File: src/rtl/bounce_pkg.sv
// Shared types and constants for the switch-bounce emulator.
package bounce_pkg;

    // Burst sequencer states: ON/OFF alternate during a burst, SETTLE holds the target level.
    typedef enum logic [1:0] {
        IDLE,
        ON,
        OFF,
        SETTLE
    } state_e;

    // Fibonacci taps for x^16 + x^14 + x^13 + x^11 + 1 on a left-shifting register.
    localparam logic [15:0] LFSR_TAPS    = 16'hB400;
    localparam logic [15:0] DEFAULT_SEED = 16'hACE1;

    // Bits needed to hold the longest segment, MIN_HOLD + 2**HOLD_W - 1.
    function automatic int hold_cnt_w(input int min_hold, input int hold_w);
        return $clog2(min_hold + (1 << hold_w));
    endfunction

endpackage

File: src/rtl/lfsr16.sv
// Free-running 16-bit Fibonacci LFSR; an all-zero seed is replaced by the default seed.
module lfsr16
    import bounce_pkg::*;
#(
    parameter logic [15:0] SEED = DEFAULT_SEED
) (
    input  logic        clk,
    input  logic        rst_n,
    output logic [15:0] lfsr_o
);

    // The all-zero state is a lock-up state, so it can never be used as a start point.
    localparam logic [15:0] INIT = (SEED == 16'h0000) ? DEFAULT_SEED : SEED;

    logic [15:0] lfsr_q;
    logic [15:0] lfsr_d;

    // Shift left, feeding back the XOR of the tapped bits.
    always_comb begin
        lfsr_d = {lfsr_q[14:0], ^(lfsr_q & LFSR_TAPS)};
    end

    // State register; shifts every cycle and never halts.
    // NOTE: clocked state uses non-blocking (<=) so every register samples pre-edge values.
    always_ff @(posedge clk or negedge rst_n) begin
        if (!rst_n) begin
            lfsr_q <= INIT;
        end else begin
            lfsr_q <= lfsr_d;
        end
    end

    assign lfsr_o = lfsr_q;

endmodule

File: src/rtl/bounce_emulator.sv
// Turns a clean button level into a bouncing one: each level change becomes a burst of
// 1..2**PAIR_W glitch pairs with pseudo-random segment widths, then a settle period.
module bounce_emulator
    import bounce_pkg::*;
#(
    parameter int          PAIR_W     = 2,
    parameter int          HOLD_W     = 3,
    parameter int          MIN_HOLD   = 2,
    parameter int          SETTLE_CYC = 16,
    parameter logic [15:0] SEED       = DEFAULT_SEED
) (
    input  logic              clk,
    input  logic              rst_n,
    input  logic              clean,
    input  logic              enable,
    output logic              noisy,
    output logic              busy,
    output logic              settled,
    output logic [PAIR_W:0]   glitches
);

    localparam int HCW = hold_cnt_w(MIN_HOLD, HOLD_W);
    localparam int SCW = $clog2(SETTLE_CYC + 1);
    localparam int GW  = PAIR_W + 1;

    logic [15:0] lfsr;

    lfsr16 #(.SEED(SEED)) u_lfsr (
        .clk    (clk),
        .rst_n  (rst_n),
        .lfsr_o (lfsr)
    );

    // Only a few LFSR bits drive timing; the rest are deliberately ignored.
    logic unused_lfsr;
    assign unused_lfsr = ^lfsr;

    // Counters hold "cycles remaining minus one", so a segment of h cycles loads h-1.
    logic [HCW-1:0] hold_load;
    logic [GW-1:0]  pairs_load;
    assign hold_load  = HCW'(MIN_HOLD - 1) + HCW'(lfsr[HOLD_W-1:0]);
    assign pairs_load = GW'(lfsr[8 +: PAIR_W]) + GW'(1);

    state_e         state_q, state_d;
    logic           noisy_q, noisy_d;
    logic           stable_q, stable_d;     // also the burst target while busy
    logic [GW-1:0]  pairs_q, pairs_d;
    logic [GW-1:0]  glitches_q, glitches_d;
    logic [HCW-1:0] hold_q, hold_d;
    logic [SCW-1:0] settle_q, settle_d;
    logic           busy_q, busy_d;
    logic           settled_q, settled_d;

    // Next-state logic: bypass when disabled, otherwise run the burst sequence.
    // NOTE: every signal gets a default first so no path leaves it unassigned (no latches).
    always_comb begin
        state_d    = state_q;
        noisy_d    = noisy_q;
        stable_d   = stable_q;
        pairs_d    = pairs_q;
        glitches_d = glitches_q;
        hold_d     = hold_q;
        settle_d   = settle_q;

        if (!enable) begin
            state_d  = IDLE;
            noisy_d  = clean;
            stable_d = clean;
        end else begin
            unique case (state_q)
                IDLE: begin
                    if (clean != stable_q) begin
                        stable_d   = clean;
                        pairs_d    = pairs_load;
                        glitches_d = pairs_load;
                        hold_d     = hold_load;
                        noisy_d    = clean;
                        state_d    = ON;
                    end
                end
                ON: begin
                    if (hold_q != '0) begin
                        hold_d = hold_q - HCW'(1);
                    end else if (pairs_q == '0) begin
                        settle_d = SCW'(SETTLE_CYC - 1);
                        state_d  = SETTLE;
                    end else begin
                        noisy_d = ~stable_q;
                        hold_d  = hold_load;
                        state_d = OFF;
                    end
                end
                OFF: begin
                    if (hold_q != '0) begin
                        hold_d = hold_q - HCW'(1);
                    end else begin
                        pairs_d = pairs_q - GW'(1);
                        noisy_d = stable_q;
                        hold_d  = hold_load;
                        state_d = ON;
                    end
                end
                SETTLE: begin
                    if (settle_q != '0) begin
                        settle_d = settle_q - SCW'(1);
                    end else begin
                        state_d = IDLE;
                    end
                end
                default: state_d = IDLE;
            endcase
        end

        // Flags are registered from the next state so outputs never see inputs combinationally.
        busy_d    = (state_d != IDLE);
        settled_d = (state_d == SETTLE) && (settle_d == '0);
    end

    // State and output registers.
    always_ff @(posedge clk or negedge rst_n) begin
        if (!rst_n) begin
            state_q    <= IDLE;
            noisy_q    <= 1'b0;
            stable_q   <= 1'b0;
            pairs_q    <= '0;
            glitches_q <= '0;
            hold_q     <= '0;
            settle_q   <= '0;
            busy_q     <= 1'b0;
            settled_q  <= 1'b0;
        end else begin
            state_q    <= state_d;
            noisy_q    <= noisy_d;
            stable_q   <= stable_d;
            pairs_q    <= pairs_d;
            glitches_q <= glitches_d;
            hold_q     <= hold_d;
            settle_q   <= settle_d;
            busy_q     <= busy_d;
            settled_q  <= settled_d;
        end
    end

    assign noisy    = noisy_q;
    assign busy     = busy_q;
    assign settled  = settled_q;
    assign glitches = glitches_q;

endmodule

File: config.mk
export PLATFORM = sky130hd
export DESIGN_NAME = bounce_emulator
export DESIGN_NICKNAME = d
export VERILOG_FILES = /design/src/rtl/bounce_pkg.sv /design/src/rtl/lfsr16.sv /design/src/rtl/bounce_emulator.sv
export SDC_FILE = /design/constraint.sdc
export NUM_CORES = 1
export LEC_CHECK = 0
export CORE_MARGIN = 2
export CORE_UTILIZATION = 45
export DETAILED_ROUTE_END_ITERATION = 16
export PLACE_DENSITY = 0.6
export SYNTH_ARGS = -nofsm -noshare
export SYNTH_HDL_FRONTEND = slang
export SYNTH_HIERARCHICAL = 1
export SYNTH_SLANG_ARGS = --single-unit
export TNS_END_PERCENT = 20
File: constraint.sdc
create_clock -name clk -period 2.8 [get_ports clk]
set_input_delay 0.42 -clock clk [delete_from_list [all_inputs] [get_ports clk]]
set_output_delay 0.42 -clock clk [all_outputs]
set_load 0.02 [all_outputs]
# Yosys cells after proc, flatten, opt, wreduce, memory -nomap -nowiden
# Cells that the tools add are included.
[totals]
regBits = 37
out_inout_bits = 6
input_bits = 4
word_cells = 74
[classes]
n_reduce_logical = 15
n_eq_ne = 15
add_sub_neg = 5
n_bitwise = 1
n_mux = 28
[op_table]
columns = ["operator", "count"]
rows = [
  ["2-to-1 mux 5 bit", 4],
  ["2-to-1 mux 4 bit", 4],
  ["parity 16 bit", 1],
  ["inequality test 3 bit, second input constant", 5],
  ["one-hot mux 4 bit (3 select lines)", 1],
  ["2-to-1 mux 2 bit", 5],
  ["one-hot mux 5 bit (2 select lines)", 1],
  ["2-to-1 mux 1 bit", 8],
  ["one-hot mux 2 bit (4 select lines)", 1],
  ["AND reduction 4 bit", 2],
  ["== test 2 bit, second input constant", 3],
  ["2-to-1 mux 3 bit", 2],
  ["one-hot mux 3 bit (2 select lines)", 1],
  ["zero test 5 bit", 1],
  ["AND reduction 5 bit", 1],
  ["nonzero test 5 bit", 1],
  ["subtractor 5 x 1 -> 5 bit, second input constant", 1],
  ["adder 1 x 3 -> 4 bit, first input constant", 1],
  ["inequality test 2 x 1 -> 1 bit, second input constant", 2],
  ["inequality test 2 bit, second input constant", 2],
  ["inequality test 4 x 1 -> 1 bit, second input constant", 1],
  ["nonzero test 2 bit", 2],
  ["nonzero test 4 bit", 1],
  ["subtractor 4 x 1 -> 4 bit, second input constant", 1],
  ["12 further kinds", 12],
]

# Logic depth before layout (Yosys ltp)
[logic_depth]
word_depth = 7
mapped_depth = 8
ltp_nobuf = 7

# By module
# The synthesis kept the hierarchy.
[modules_own_cells]
columns = ["mod", "n_inst", "cells_each", "area_each_um2"]
rows = [
  ["bounce_emulator", 1, 151, 1407.6],
  ["lfsr16", 1, 34, 549.3],
]

# Worst setup path before layout
# OpenSTA, ideal clock, no wires.
[synth_timing]
path_type = "register -> register"
startpoint = "reg settle_q[0]"
endpoint = "reg settled_q (netlist: settled)"
setup_time_ps = 96
t_arrival_ps = 2148
required_ps = 2704
setup_slack_ps = 557
path_stages_with_launch = 8
n_path_buf = 0
path_cell_list = "dfrtp_1 inv_1 ha_1 or4b_4 nor3b_1 a221o_1 or4b_4 nor4_2"
[synth_between]
elab_chain_len = 6
elab_cells_between_ends = 13
cone_classes = "add/sub: 1; eq/ne: 1; mux: 8; reduce/logical: 3"
[synth_rtl]
columns = ["item", "line", "source"]
rows = [
  ["start, declared", "bounce_emulator.sv:50", "logic [SCW-1:0] settle_q, settle_d;"],
  ["start signal, assigned", "bounce_emulator.sv:138", "settle_q <= settle_d;"],
  ["subtractor 5 x 1 -> 5 bit or nonzero test 5 bit (tied branches)", "bounce_emulator.sv:105, bounce_emulator.sv:104", ""],
  ["2-to-1 mux 5 bit *", "bounce_emulator.sv:104", "if (settle_q != '0) begin"],
  ["one-hot mux 5 bit (2 select lines) *", "bounce_emulator.sv:70", "unique case (state_q)"],
  ["2-to-1 mux 5 bit *", "bounce_emulator.sv:65", "if (!enable) begin"],
  ["named net settle_d[1]", "bounce_emulator.sv:50", ""],
  ["zero test 5 bit *", "bounce_emulator.sv:116", "settled_d = (state_d == SETTLE) && (settle_d == '0);"],
  ["logical AND 1 bit *", "bounce_emulator.sv:116", ""],
  ["named net settled_d", "bounce_emulator.sv:52", "logic settled_q, settled_d;"],
  ["end signal, assigned", "bounce_emulator.sv:140", "settled_q <= settled_d;"],
  ["end, declared", "bounce_emulator.sv:52", ""],
]
# Mark *: on every way through the listed nets, which the timed path passes. The rest lies on a longest branch.
# A chain may end at the register's enable or synchronous reset.

# Worst setup path in the final report
# Same ends and word-level chain as after synthesis.

==> impl_metrics.ini <==
[power]
power_density_of_the_placed_cells_nw_per_um2 = 851
seqPwrFrac = 0.389
p_leak_nw = 0.937
internal_power_of_the_cells_mw = 1.11
power.switching_fraction = 0.374
share_comb_of_total_power = 0.396
p_sw_mw = 0.664
power.total_mw = 1.77
clock_power_share = 0.215
ir_drop_mv = 0.360

[die]
floorplan.initialDensity = 0.470
ioPinCount = 10
rows = 23
die_h_um = 68.7
dieArea_um2 = 4710
coreArea_um2 = 4000
die-width_um = 68.7

[sta]
maxSlewHeadroom = 0.627
fin_worst_hold_slack_ns = 0.359
final-max-slew-violation-count = 0
tns_ns = 0
min_period_over_period = 0.849
hold_viol_final = 0
skew_ns = 0.00727
grt_setup_unrepaired = no
finalSetupViolCount = 0
worst_pin_slew_ns = 0.553
fin_crit_ns = 2.38
max_clock_freq_mhz = 421

[hold_path]
hold_wc_path_type = reg2reg

[placement]
portBuffers = 9
routabilityCongestion = 0.871
place_inst = 227
detailedPlacementHpwl_um = 2480

[clocking]
longest_clk_path_bufs = 2
clockRootBuffer = clkbuf_8
holdBufCountCts = 0
cts.repair.resized = 0
clock_sink_count = 37
cts_inserted_buffers = 5
ctsHtreeMaxLevel = 2
clock_latency_ns = 0.29
tritoncts = yes
postCtsSetupBuffers = 0
worst_setup_hold_path_clk_slew_ns = 0.08

[finish]
final-instance-count-excl-fill = 235
layout-drive-gt1-share = 0.205
multi_input_comb_area_um2 = 832
insertedDiodeCount = 0
layout_filler_cell_count = 372
final_util = 0.521
layout.nets = 198
area_overhead_vs_synth_pct = 10.8
area.sequential_um2 = 936

[global_route]
wire_length_of_the_first_global_routing_pass_um = 6010
overflow = 0
first_global_vias = 1246
pin_count_of_the_biggest_net_entering_global_routing = 38
gr-usage-met2 = 0.276
antenna_found_initial = 0
total_routing_usage_gr = 0.180
grt_use_met1 = 0.239
grt_util_met3 = 0.0487
grt_busiest_layer = met2

[route]
routed_via_density = 5.57
via_count = 1309
drtPass1Iterations = 4
antenna_violating_nets_post_route = 0
drt_iter0_markers = 80
postRouteWirelength_um = 3430
avgRoutedWirePerCell_um = 14.6
drcViolationCount = 0

[critical_path]
cp_data_required_time_ns = 3.01
timing.critical_path.fanout_max = 6
cp-start-kind = flip-flop
criticalPathCategory = reg2reg
cp-end-kind = flip-flop
cp_data_arrival_time_ns = 2.58

[yosys]
syn_avg_cell_area_um2 = 10.8
mappedNetlistArea_um2 = 1880
synth_nets = 189
warnings_from_yosys = 6
synthCells = 175

[flow_run]
cap_violations = 0

[outcome]
status = finished clean
==> state kept, by name (all words and copies together) (netlist names) <==
register	flops
hold_q	4
glitches	3
settle_q	5
noisy	1
state_q	2
pairs_q	3
busy	1
stable_q	1
u_lfsr/lfsr_o	16
settled	1
==> layer usage <==
layer,vias to the layer above,wire [um]
met5,-,0
met4,0,65
met3,4,101
met2,21,1610
met1,648,1660
li1,636,-
==> power by group through the flow <==
stage	clock network (mW)	registers [mW]	logic, mW
2_1_floorplan	0	0.709	0.499
3_3_place_gp	0	0.695	0.691
3_5_place_dp	0	0.700	0.702
4_1_cts	0.392	0.690	0.707
5_1_grt	0.417	0.703	0.797
6_report	0.381	0.691	0.703
==> worst paths after layout <==
kind,from,end,cells after the start,slack (ns)
max,settle_q[0],settled,7,0.42
min,u_lfsr/lfsr_o[5],u_lfsr/lfsr_o[6],0,0.36
max reg2reg,settle_q[0],settled,7,0.42
min reg2reg,u_lfsr/lfsr_o[5],u_lfsr/lfsr_o[6],0,0.36
max in group asynchronous,rst_n,u_lfsr/lfsr_o[11],2,1.91
min in group asynchronous,rst_n,settle_q[3],2,0.54
==> stage by stage <==
stage	instance area (um^2)	setup slack (ns)
2_1_floorplan	1880	0.557
3_5_place_dp	2000	0.439
3_3_place_gp	2000	0.422
4_1_cts	2090	0.427
5_1_grt	2090	0.278
6_report	2090	0.422
==> area by class of cell <==
class / instances / area share
Tap cell: 50 / 0.0300
Timing Repair Buffer: 13 / 0.0576
Sequential cell: 37 / 0.449
Inverter: 12 / 0.0216
Multi-Input combinational cell: 115 / 0.399
Clock inverter: 3 / 0.0102
Clock buffer: 5 / 0.0330
==> critical path: stages (launching register included) <==
cell and delay [ns]:
dfrtp_1 0.42, inv_1 0.07, ha_1 0.19, or4b_4 0.52, nor3b_1 0.16, a221o_1 0.27
or4b_4 0.51, nor4_2 0.14
==> placed cells by master, fill, tap and decap left out, types with 2 or more instances in the layout <==
master           count
or3_1                2
dfrtp_1             29
mux2_2               2
dfstp_2              8
nand4_1              3
inv_1               12
or4b_4               2
nand3_1              2
nor2_1               4
ha_1                10
mux2i_1              3
o211a_1              2
nand2_1             18
buf_4                4
o211ai_1             5
clkbuf_8             5
nor3_1               3
nor2b_1              3
o21ai_0             13
xnor2_1              4
clkdlybuf4s50_1      9
a221oi_1             2
a22oi_1              3
a21oi_1              7
(Power assumes the default switching activity.)
